--- src/rtl/life_pkg.sv ---
`default_nettype none
// +----------------------------------------------------------------------+
// | life_pkg                                                             |
// | Shared board geometry, FSM encoding and helpers for life_step.       |
// | Revision: 1.0                                                        |
// +----------------------------------------------------------------------+
package life_pkg;

    localparam int ROWS  = 16;
    localparam int COLS  = 16;
    localparam int CELLS = ROWS * COLS;
    localparam int ROW_W = $clog2(ROWS);

    typedef enum logic [1:0] {
        IDLE   = 2'd0,
        ROW    = 2'd1,
        COMMIT = 2'd2
    } state_t;

    function automatic int cell_idx(input int r, input int c);
        return r * COLS + c;
    endfunction

    function automatic logic [4:0] popcount_row(input logic [COLS-1:0] v);
        logic [4:0] n;
        n = '0;
        for (int i = 0; i < COLS; i++) begin
            n = n + {4'b0000, v[i]};
        end
        return n;
    endfunction

endpackage
`default_nettype wire

--- src/rtl/life_row_next.sv ---
`default_nettype none
// +----------------------------------------------------------------------+
// | life_row_next                                                        |
// | Combinational next-generation rule for one board row.                |
// | Revision: 1.0                                                        |
// +----------------------------------------------------------------------+
module life_row_next
    import life_pkg::*;
(
    input  logic [COLS-1:0] above,
    input  logic [COLS-1:0] cur,
    input  logic [COLS-1:0] below,
    output logic [COLS-1:0] next_row
);

    // One dead column on each side so the edge columns see dead neighbours.
    logic [COLS+1:0] w_above_p;
    logic [COLS+1:0] w_cur_p;
    logic [COLS+1:0] w_below_p;

    assign w_above_p = {1'b0, above, 1'b0};
    assign w_cur_p   = {1'b0, cur,   1'b0};
    assign w_below_p = {1'b0, below, 1'b0};

    for (genvar c = 0; c < COLS; c++) begin : g_col
        logic [3:0] w_cnt;
        assign w_cnt = {3'b000, w_above_p[c]} + {3'b000, w_above_p[c+1]} + {3'b000, w_above_p[c+2]}
                     + {3'b000, w_cur_p[c]}                                + {3'b000, w_cur_p[c+2]}
                     + {3'b000, w_below_p[c]} + {3'b000, w_below_p[c+1]} + {3'b000, w_below_p[c+2]};
        assign next_row[c] = (w_cnt == 4'd3) || (cur[c] && (w_cnt == 4'd2));
    end

endmodule
`default_nettype wire

--- src/rtl/life_step.sv ---
`default_nettype none
// +----------------------------------------------------------------------+
// | life_step                                                            |
// | 16x16 Game of Life generation engine, one row per clock.             |
// | Revision: 1.0                                                        |
// +----------------------------------------------------------------------+
module life_step
    import life_pkg::*;
(
    input  logic             clk,
    input  logic             rst,
    input  logic             load,
    input  logic [CELLS-1:0] seed_in,
    input  logic             start,
    output logic             busy,
    output logic             done,
    output logic [CELLS-1:0] map_out,
    output logic [15:0]      gen_count,
    output logic [8:0]       alive_count,
    output logic             extinct
);

    localparam logic [ROW_W-1:0] c_last_row = ROW_W'(ROWS - 1);

    state_t           r_state;
    logic [ROW_W-1:0] r_row;
    logic [CELLS-1:0] r_map;
    logic [CELLS-1:0] r_shadow;
    logic [8:0]       r_acc;
    logic [8:0]       r_alive;
    logic [15:0]      r_gen;
    logic             r_extinct;
    logic             r_busy;
    logic             r_done;

    logic [ROW_W-1:0] w_row_up;
    logic [ROW_W-1:0] w_row_dn;
    logic [COLS-1:0]  w_above;
    logic [COLS-1:0]  w_cur;
    logic [COLS-1:0]  w_below;
    logic [COLS-1:0]  w_next;

    // Neighbour row indices wrap in 4 bits; the off-board rows are forced to zero.
    assign w_row_up = r_row - 1'b1;
    assign w_row_dn = r_row + 1'b1;
    assign w_above  = (r_row == '0)         ? '0 : r_map[cell_idx(int'(w_row_up), 0) +: COLS];
    assign w_cur    = r_map[cell_idx(int'(r_row), 0) +: COLS];
    assign w_below  = (r_row == c_last_row) ? '0 : r_map[cell_idx(int'(w_row_dn), 0) +: COLS];

    life_row_next u_row_next (
        .above    (w_above),
        .cur      (w_cur),
        .below    (w_below),
        .next_row (w_next)
    );

    always_ff @(posedge clk) begin
        if (rst) begin
            r_state   <= IDLE;
            r_row     <= '0;
            r_map     <= '0;
            r_shadow  <= '0;
            r_acc     <= '0;
            r_alive   <= '0;
            r_gen     <= '0;
            r_extinct <= 1'b0;
            r_busy    <= 1'b0;
            r_done    <= 1'b0;
        end else begin
            r_done <= 1'b0;
            case (r_state)
                IDLE: begin
                    if (load) begin
                        r_map     <= seed_in;
                        r_gen     <= '0;
                        r_alive   <= '0;
                        r_extinct <= 1'b0;
                    end else if (start) begin
                        r_state <= ROW;
                        r_row   <= '0;
                        r_acc   <= '0;
                        r_busy  <= 1'b1;
                    end
                end
                ROW: begin
                    r_shadow[cell_idx(int'(r_row), 0) +: COLS] <= w_next;
                    r_acc <= r_acc + {4'b0000, popcount_row(w_next)};
                    if (r_row == c_last_row) begin
                        r_state <= COMMIT;
                    end else begin
                        r_row <= r_row + 1'b1;
                    end
                end
                COMMIT: begin
                    r_map     <= r_shadow;
                    r_alive   <= r_acc;
                    r_extinct <= (r_acc == '0);
                    if (r_gen != 16'hFFFF) begin
                        r_gen <= r_gen + 16'd1;
                    end
                    r_done  <= 1'b1;
                    r_busy  <= 1'b0;
                    r_row   <= '0;
                    r_state <= IDLE;
                end
                default: r_state <= IDLE;
            endcase
        end
    end

    assign busy        = r_busy;
    assign done        = r_done;
    assign map_out     = r_map;
    assign gen_count   = r_gen;
    assign alive_count = r_alive;
    assign extinct     = r_extinct;

endmodule
`default_nettype wire
--- config.mk ---
export PLATFORM = sky130hd
export DESIGN_NAME = life_step
export DESIGN_NICKNAME = d
export VERILOG_FILES = /design/src/rtl/life_pkg.sv /design/src/rtl/life_row_next.sv /design/src/rtl/life_step.sv
export SDC_FILE = /design/constraint.sdc
export NUM_CORES = 2
export LEC_CHECK = 0
export CORE_MARGIN = 2
export CORE_UTILIZATION = 57
export CTS_CLUSTER_DIAMETER = 50
export DETAILED_ROUTE_END_ITERATION = 10
export DONT_BUFFER_PORTS = 1
export GPL_ROUTABILITY_DRIVEN = 0
export PLACE_DENSITY = 0.72
export SLEW_MARGIN = 20
export SYNTH_ARGS = -nofsm -noshare
export SYNTH_HDL_FRONTEND = slang
export SYNTH_SLANG_ARGS = --single-unit
export TNS_END_PERCENT = 1
--- constraint.sdc ---
create_clock -name clk -period 13.3 [get_ports clk]
set_clock_uncertainty 0.2 [all_clocks]
set_input_delay 2.66 -clock clk [delete_from_list [all_inputs] [get_ports clk]]
set_output_delay 2.66 -clock clk [all_outputs]
set_load 0.005 [all_outputs]
==> key figures <==
Setup path
  – Crit Path Category: reg -> reg
  – Critical path arrival: 11.32 ns
  – Top Family by Delay on Critical Path: adder cells
  – WP buf/inv: 6
  – Slowest-stage cell, CP: dfxtp_4
  – Critical Path RT: 13.63 ns
  – Crit path launch type: register
  – Worst setup EP type: register
  – CP dominant cell by count: fa_1
  – Max stage delay on crit path: 0.94 ns
  – Worst-path maximum fanout: 112

STA
  – Unrepaired setup endpoints after global routing: false
  – Final Hold Violating Endpoints: 0
  – Final setup violation count: 0
  – Min cycle time layout: 10.98 ns
  – Worst slew margin: 24.9%
  – Final Max Tran Viols: 0
  – Worst-Margin Slew: 1.12 ns
  – Fmax: 0.0911 GHz
  – Crit share post-route: 82.6%
  – Final Hold Slack: 0.258 ns
  – Fin Setup TNS: 0 ns
  – Worst Setup Slack, final: 2.32 ns

Placement
  – IO Port Bufs: 0
  – Dpl ws: 2.41 ns
  – Hpwl dp: 91.5 mm
  – Placed Area: 0.0308 mm²

Synth
  – Syn Inst Count: 3314
  – Post-synthesis xor/xnor area fraction: 0.762%
  – Ys async rst share: 0%
  – Top FF cell, synth: dfxtp_1
  – #FFs+latches synth: 555
  – Syn_nets: 3707
  – Adder-cell share of the synthesized area: 7.16%
  – Ys Warns: 0
  – Largest family of logic cells by synthesized area: compound AO/OA/AOI/OAI gates
  – Simple-gate share of the synthesized area: 16.6%
  – Part of the Yosys area used for sequential elements: 36.0%
  – Post-synthesis compound-gate area fraction: 18.3%
  – Post-synth EDFFs: 0
  – Synthesized area: 0.0309 mm²
  – Mux contribution to synthesized area: 14.9%
  – Library cells used by synthesis: 72
  – Syn_area_per_cell: 9.32 µm²

Route
  – # DRC: 0
  – DRT Wirelength: 126 mm
  – Initial DRC count: 4465
  – Routed vias/inst: 7.29
  – Routed len/inst: 32.4 µm
  – Final ANT Viol Nets: 0
  – Pre-antenna DRT Iters: 6
  – Via Count: 28.3k

Clock tree
  – Clock sinks: 555
  – Cts repair resizes: 0
  – CTS max path bufs: 3
  – Clock Pin Slew Worst Setup and Hold Paths: 0.06 ns
  – Clk root buf: clkbuf_16
  – Inserted Clock Buffers: 59
  – CTS tree: built
  – Post-CTS Setup Bufs: 0
  – Clock H-tree levels: 2
  – Cts hold-fix bufs: 0
  – Clock latency on the worst-skew pair: 0.65 ns

Global routing
  – Layer with the highest usage: met2
  – Largest net degree at the start of global routing: 332
  – Vias in the first global route: 26.2k
  – M2 GR Usage: 63.8%
  – Total grt overflow: 0
  – Met3 Use GR: 17.8%
  – GRT Total Usage: 43.6%
  – First-pass GRT wire length: 179 mm
  – Initial antenna violation count: 4
  – GR Util met1: 54.2%

Floorplanning
  – Die Y: 237 µm
  – I/O pins: 544
  – Die X: 237 µm
  – FP Rows: 85
  – Core Region: 0.0537 mm²
  – Initial Util: 57.5%
  – Full die area: 0.0560 mm²

Finish
  – P&R area growth vs syn: 6.75%
  – Proportion of layout cells with a drive suffix above 1: 11.4%
  – Commonest non-fill, non-tap cell in the layout: nand2_1
  – Commonest non-fill, non-tap cells in the layout: nand2_1, dfxtp_1, nor2_1
  – Nets: 3526
  – Fin area: 0.0330 mm²

Power and ir drop
  – Cell Int Power: 3290 µW
  – Sequential power share: 37.6%
  – Maximum VDD drop: 0.000117 V
  – Share of total power in combinational logic: 27.8%
  – Sw frac: 36.0%
  – P_leak: 0.0126 µW
  – Clock share of power: 34.6%
  – Power Density: 156 mW/mm²
  – Switching power: 1850 µW

Job
  – Max-Cap Viols: 0

Run status
  – Status: finished clean

Worst hold path
  – Hold Crit Class: reg -> reg
## stage by stage
stage	utilization (%)	power (µW)	instances
5_1_grt	61.4	5300	3879
6_report	61.4	5140	3881
4_1_cts	61.3	5060	3879
3_3_place_gp	57.4	3260	3768
3_5_place_dp	57.4	3310	3768
2_1_floorplan	-	2800	3314
## power groups by stage
stage	Sequential, µW	Clock, µW	Combinational [µW]
global placement	1950	0	1310
CTS	1920	1780	1370
detailed placement	1960	0	1360
floorplan	1840	0	956
finish	1930	1780	1430
global route	1930	1850	1520
## area by class of cell
cell class              instances  area (µm²)
diodes                          2        5.00
clock buffers                  81        1660
clock inverters                30         459
fillers                      4436       20700
inverters                     125         469
multi-input cells            2340       18000
flip-flops and latches        555       11100
well taps                     696         871
repair buffers                 52         428
## synthesized netlist by cell type, types with 14 or more instances
| cell type | n | share of area [%] |
|---|---|---|
| nand2_1 | 690 | 8.4 |
| dfxtp_1 | 555 | 36 |
| nor2_1 | 323 | 3.9 |
| a311oi_1 | 256 | 7.3 |
| a22o_1 | 219 | 6.2 |
| clkbuf_1 | 178 | 2.2 |
| mux2i_1 | 152 | 4.9 |
| mux4_2 | 136 | 9.9 |
| inv_1 | 123 | 1.5 |
| fa_1 | 73 | 4.7 |
| nand3_1 | 68 | 1.1 |
| ha_1 | 60 | 2.4 |
| buf_2 | 52 | 0.84 |
| a22oi_1 | 36 | 0.88 |
| o21ai_0 | 36 | 0.58 |
| nand2b_1 | 31 | 0.63 |
| a21oi_1 | 29 | 0.47 |
| and3_1 | 29 | 0.59 |
| buf_4 | 25 | 0.61 |
| buf_6 | 21 | 0.77 |
| xor2_1 | 19 | 0.54 |
| nor3_1 | 15 | 0.24 |
| a221oi_1 | 14 | 0.40 |
| buf_1 | 14 | 0.17 |
## sequential cells by signal, indices dropped and copies added (netlist names)
| name | cells |
|---|---|
| alive_count | 9 |
| busy | 1 |
| done | 1 |
| extinct | 1 |
| gen_count | 16 |
| map_out | 256 |
| r_acc | 9 |
| r_row | 4 |
| r_shadow | 256 |
| r_state | 2 |
## cells by family (layout without fill, tap and decap cells)
kind of cell | Yosys count | after routing
fa+ha+maj | 133 | 133
mux | 289 | 289
compound gates | 662 | 662
buf+inv | 419 | 288
other cells | 0 | 2
xor+xnor | 26 | 26
flops | 555 | 555
simple gates | 1230 | 1230
## layer usage
layer	vias up	part of all wire [%]
li1	11700	-
met1	13700	34
met2	2386	42
met3	540	16
met4	2	7.2
met5	-	0.010
## worst paths after layout
path | start | to | slack [ns] | cells after the start
worst max-delay path | r_row[0] | r_acc[8] | 2.32 | 29
worst max register to register | r_row[0] | r_acc[8] | 2.32 | 29
worst min-delay path | r_shadow[239] | r_shadow[239] | 0.26 | 2
worst min register to register | r_shadow[239] | r_shadow[239] | 0.26 | 2
## worst min-delay path: cells and delay by family, from the launching register on
kind | cells | cell delay, ns
AOI/OAI and AO/OA | 1 | 0.06
DFF | 1 | 0.32
and+or+nand+nor | 1 | 0.05
No activity file was read; power rests on OpenSTA's default activity.
